File: config.mk
export PLATFORM = sky130hd
export DESIGN_NAME = mem_initiator
export DESIGN_NICKNAME = d
export VERILOG_FILES = /design/src/rtl/mem_initiator_pkg.sv /design/src/rtl/mem_initiator.sv
export SDC_FILE = /design/constraint.sdc
export NUM_CORES = 1
export LEC_CHECK = 0
export CORE_AREA = 2 2 511 513
export DETAILED_ROUTE_END_ITERATION = 6
export DIE_AREA = 0 0 513 515
export SLEW_MARGIN = 10
export SYNTH_ARGS = -nofsm -noshare
export SYNTH_HDL_FRONTEND = slang
export SYNTH_SLANG_ARGS = --single-unit
File: constraint.sdc
create_clock -name clk -period 31.8 [get_ports clk]
set_input_delay 6.36 -clock clk [delete_from_list [all_inputs] [get_ports clk]]
set_output_delay 6.36 -clock clk [all_outputs]
set_load 0.02 [all_outputs]
File: src/rtl/mem_initiator_pkg.sv
// mem_initiator_pkg: widths, FSM encoding and next-state rule shared by the matrix memory initiator.
package mem_initiator_pkg;

    localparam int DATA_W = 256;
    localparam int ADDR_W = 3;
    localparam int OP_W   = 4;

    localparam logic [2:0] S_IDLE   = 3'd0;
    localparam logic [2:0] S_RD_A   = 3'd1;
    localparam logic [2:0] S_RD_B   = 3'd2;
    localparam logic [2:0] S_CAP_B  = 3'd3;
    localparam logic [2:0] S_OFFER  = 3'd4;
    localparam logic [2:0] S_WAIT_R = 3'd5;
    localparam logic [2:0] S_WR     = 3'd6;
    localparam logic [2:0] S_DONE   = 3'd7;

    localparam logic MEM_RD = 1'b1;
    localparam logic MEM_WR = 1'b0;

    typedef struct packed {
        logic [ADDR_W-1:0] a;
        logic [ADDR_W-1:0] b;
        logic [ADDR_W-1:0] d;
    } cmd_t;

    // Only IDLE, OFFER and WAIT_R can stall; every other state advances in encoding order.
    function automatic logic [2:0] fsm_next(input logic [2:0] s, input logic start,
                                            input logic op_ready, input logic res_valid);
        return s == S_IDLE   ? (start     ? S_RD_A   : S_IDLE)   :
               s == S_OFFER  ? (op_ready  ? S_WAIT_R : S_OFFER)  :
               s == S_WAIT_R ? (res_valid ? S_WR     : S_WAIT_R) :
               s == S_DONE   ? S_IDLE : s + 3'd1;
    endfunction

endpackage

File: src/rtl/mem_initiator.sv
// mem_initiator: reads two matrix operands, hands them to the ALU, writes the result back, pulses done.
module mem_initiator
    import mem_initiator_pkg::*;
(
    input  logic              clk,
    input  logic              reset,
    input  logic              start,
    input  logic [OP_W-1:0]   op_code,
    input  logic [ADDR_W-1:0] src_a,
    input  logic [ADDR_W-1:0] src_b,
    input  logic [ADDR_W-1:0] dst,
    output logic              busy,
    output logic              done,
    output logic              mem_en,
    output logic              mem_rw,
    output logic [ADDR_W-1:0] mem_addr,
    output logic [DATA_W-1:0] mem_wdata,
    input  logic [DATA_W-1:0] mem_rdata,
    output logic              op_valid,
    input  logic              op_ready,
    output logic [OP_W-1:0]   alu_op,
    output logic [DATA_W-1:0] op_a,
    output logic [DATA_W-1:0] op_b,
    input  logic              res_valid,
    output logic              res_ready,
    input  logic [DATA_W-1:0] res_data
);

    logic [2:0] state;
    logic [2:0] state_nx;
    cmd_t       cmd;
    logic       rd;

    always_comb state_nx = fsm_next(state, start, op_ready, res_valid);

    // Read data lags the address by one cycle, so A lands during RD_B and B during CAP_B.
    always_ff @(posedge clk or posedge reset) begin
        if (reset) begin
            state     <= S_IDLE;
            cmd       <= '0;
            alu_op    <= '0;
            op_a      <= '0;
            op_b      <= '0;
            mem_wdata <= '0;
        end else begin
            state <= state_nx;
            if (state == S_IDLE && start) begin
                cmd    <= '{a: src_a, b: src_b, d: dst};
                alu_op <= op_code;
            end
            if (state == S_RD_B)
                op_a <= mem_rdata;
            if (state == S_CAP_B)
                op_b <= mem_rdata;
            if (state == S_WAIT_R && res_valid)
                mem_wdata <= res_data;
        end
    end

    assign rd        = state == S_RD_A || state == S_RD_B;
    assign busy      = state != S_IDLE;
    assign done      = state == S_DONE;
    assign mem_en    = rd || state == S_WR;
    assign mem_rw    = rd ? MEM_RD : MEM_WR;
    assign mem_addr  = state == S_RD_A ? cmd.a :
                       state == S_RD_B ? cmd.b :
                       state == S_WR   ? cmd.d : '0;
    assign op_valid  = state == S_OFFER;
    assign res_ready = state == S_WAIT_R;

endmodule

# After elaboration in Yosys (flattened, before gate mapping)
# Cells that the tools add are included.
# word_totals
inputBits,530
out_inout_bits,781
register_bits,784
elab_cells,33
# op_classes
n_reduce_logical,6
n_mux,11
eq_ne,7
n_addsub,1
# ops
operator,count
$mux 3,7
$eq 3x3->1 const B,4
$eq 3x2->1 const B,2
$add 3x1->3 const B,1
$eq 3x1->1 const B,1
$logic_not 3->1,1
$mux 1,3
$reduce_bool 3->1,1
$logic_and 1x1->1,2
$logic_or 1x1->1,2
$mux 2,1

# Depth between registers and ports, before layout
# depth
depth_word,5
ltp_mapped,8
depth_no_buf,5

# Least setup slack after synthesis
# OpenSTA, ideal clock, no wires.
# synth_path
kind,flip-flop to output port
from,reg state[0]
to,out mem_addr[0]
path_stages_with_launch,6
slack_ps,24081
t_arrival_ps,1359
n_path_buf,0
t_required_ps,25440
path_cell_list,dfrtp_1 inv_1 ha_1 nor2b_1 a221oi_1 a21oi_1
# synth_between
elab_chain_cells,4
word_cells_on_any_way,6
cone_classes,eq/ne: 3; mux: 3
# synth_rtl
element,line,source
start: declaration,mem_initiator.sv:29,logic [2:0] state;
start signal: assignment,mem_initiator.sv:46,state <= state_nx;
$eq 3x3->1,mem_initiator.sv:67,state == S_WR ? cmd.d : '0;
$mux 3,mem_initiator.sv:67,
$mux 3,mem_initiator.sv:66,state == S_RD_B ? cmd.b :
$mux 3 *,mem_initiator.sv:65,assign mem_addr = state == S_RD_A ? cmd.a :
end: declaration,mem_initiator.sv:16,"output logic [ADDR_W-1:0] mem_addr,"
# Mark *: on every way between the ends. The rest lies on a longest branch, timed or not.

==> results.json <==
{
  "cp_max_fo": 98,
  "start_util_pct": 11.3,
  "synthCells": 1690,
  "fin_ws_ns": 20.42,
  "drc": 0,
  "cp-start-kind": "input pin",
  "core_um2": 259000,
  "synth_cell_types": 23,
  "seqPwrFrac_pct": 30.4,
  "synth.avg_cell_area_um2": 17.3,
  "netlist.area_leader.share_pct": 67.0,
  "ys_ff_latch": 784,
  "hold_violations": 0,
  "fill_cells": 27858,
  "dp_slack_ns": 19.38,
  "ant_nets": 0,
  "synth_nets": 2226,
  "period_needed_ns": 11.38,
  "dieArea_um2": 264000,
  "die_h_um": 515,
  "max_freq_ghz": 0.0879,
  "synthesis.area_um2": 29300,
  "cts_tree": "yes",
  "final_nets": 3567,
  "cap_viol_max_count": 0,
  "p_switching_mw": 2.44,
  "tightest_slew_ns": 1.01,
  "outcome": "completed",
  "drive_gt1_share_pct": 29.6,
  "area_delta_synth_final_pct": 69.6,
  "min_path_cells": 1,
  "dp_hpwl_um": 159000,
  "fin_skew_ns": 0.0744,
  "combPwrFrac_pct": 50.5,
  "criticalPathCategory": "in2async",
  "grt_max_degree": 143,
  "worst_skew_pair.late_latency_ns": 0.75,
  "cts_resized": 0,
  "layout_common_cells": "1310 x clkdlybuf4s50_1, 784 x dfrtp_1, 740 x mux2_2, 97 x clkbuf_16, 41 x mux2_1",
  "first_pass_iters": 4,
  "holdBufCountCts": 0,
  "p_clk_share_pct": 19.1,
  "gp_congestion": 0.908,
  "cp.required_ns": 32.53,
  "antenna_found_initial": 154,
  "clock-sinks": 784,
  "cp-end-kind": "async pin",
  "overflow": 0,
  "synthTopCellsByArea": "dfrtp_1 67%, mux2_2 28%, mux2_1 1.6%",
  "cts_buffers": 96,
  "clk_pin_slew_ns": 0.06,
  "track_usage_pct": 13.7,
  "grt_pass1_vias": 22390,
  "r2r_slack_ns": 28.24,
  "cts.path.max_buffers": 3,
  "ys_warn_count": 0,
  "rr_worst_depth": 5,
  "grt_pass1_wl_um": 236000,
  "rsz0062_at_grt": "false",
  "rows": 187,
  "routed_wl_um": 187000,
  "setup_viol": 0,
  "cts_root_buffer": "clkbuf_16",
  "maxSlewHeadroom_pct": 32.5,
  "drt_iter0_drc": 993,
  "yosys.area.top_type": "dfrtp_1",
  "final_common_cell": "clkdlybuf4s50_1",
  "fp.dieW_um": 513,
  "io-pin-count": 1311,
  "power_density_nw_per_um2": 121,
  "vdd_drop_max_v": 0.0000571,
  "tns_ns": 0,
  "internal_power_mw": 3.57,
  "postCtsSetupBuffers": 0,
  "slew_violations": 0,
  "period_share_pct": 35.8,
  "io_buffers": 1310,
  "wl_per_cell_um": 28.5,
  "viasPerCell": 3.22,
  "p_leak_nw": 19.2,
  "hp-class": "reg2reg",
  "htree_levels": 3,
  "seq_area_frac_synth_pct": 67.0,
  "cp.arrival_ns": 12.10,
  "via_count": 21099,
  "p_sw_share_pct": 40.6
}
-- synth_stat cells, drive strengths merged --
master	n
a21o	1
a21oi	6
a221oi	3
and2	2
buf	85
clkbuf	3
dfrtp	784
ha	6
inv	4
mux2	781
mux2i	1
nand2	4
nand2b	1
nand3	2
nor2	2
nor2b	2
o21ai	2
o2bb2ai	1
-- routing by layer --
layer / up-vias / track usage (%) / share of wire, %
met5: - / 0.566 / 0.25
met4: 68 / 4.86 / 4.3
met3: 393 / 9.87 / 16
met2: 1253 / 21.5 / 44
met1: 10623 / 14.0 / 35
li1: 8762 / - / -
-- per-stage QoR --
stage | instance area (um2) | instances | hold slack (ns) | total power, mW | util, %
floorplan | 29300 | 1690 | 0.480 | 3.10 | -
global placement | 46300 | 6335 | 0.468 | 4.92 | 17.9
detailed placement | 46300 | 6335 | 0.474 | 4.96 | 17.9
CTS | 49500 | 6509 | 0.487 | 6.16 | 19.2
global route | 49600 | 6522 | 0.502 | 6.34 | 19.2
finish | 49600 | 6543 | 0.481 | 6.01 | 19.2
-- cell families (layout without fill, tap and decap cells) --
| family | after synthesis | count (layout) | synth area share [%] |
|---|---|---|---|
| buffers and inverters | 92 | 1509 | 2.13 |
| other | 0 | 34 | 0 |
| AND/OR/NAND/NOR | 13 | 13 | 0.235 |
| flip-flops | 784 | 784 | 67.0 |
| multiplexers | 782 | 782 | 30.1 |
| adder cells (fa/ha/maj) | 6 | 6 | 0.256 |
| AO/OA/AOI/OAI | 13 | 13 | 0.282 |
-- worst max-delay path, stage by stage --
cell,delay [ns]
clkdlybuf4s50_1,0.49
inv_8,0.54
buf_4,0.74
buf_4,0.85
buf_4,0.70
buf_4,0.63
buf_4,0.68
buf_4,0.78
-- sequential cells by signal, indices dropped and copies added (netlist names), named ones only --
signal and cells:
op_a 256, mem_wdata 256, op_b 256, cmd 9
alu_op 4, state 2
-- final cells by class --
cell class                      count  area [um2]  share of cell area, %
Sequential cell                   784       19600                   39.5
Timing Repair Buffer             1331       13300                   26.8
Multi-Input combinational cell    814        9060                   18.3
Tap cell                         3402        4260                   8.58
Clock buffer                      136        2780                   5.61
Clock inverter                     38         512                   1.03
Antenna cell                       34        85.1                  0.171
Inverter                            4        22.5                 0.0454
-- power groups by stage --
| stage | logic, mW | registers [mW] | clock network (mW) |
|---|---|---|---|
| 2_1_floorplan | 0.704 | 2.40 | 0 |
| 3_3_place_gp | 3.11 | 1.82 | 0 |
| 3_5_place_dp | 3.12 | 1.84 | 0 |
| 4_1_cts | 3.13 | 1.83 | 1.19 |
| 5_1_grt | 3.22 | 1.89 | 1.22 |
| 6_report | 3.03 | 1.83 | 1.15 |
-- worst paths after layout --
kind                                 end      start
max reg2reg                     op_b[51]   register
max in group clk             mem_addr[0]   state[0]
min in group asynchronous  mem_wdata[51]      reset
min                            op_a[141]  op_a[141]
max                            op_a[160]      reset
min reg2reg                    op_a[141]  op_a[141]
Power figures use the tool's default switching activity.
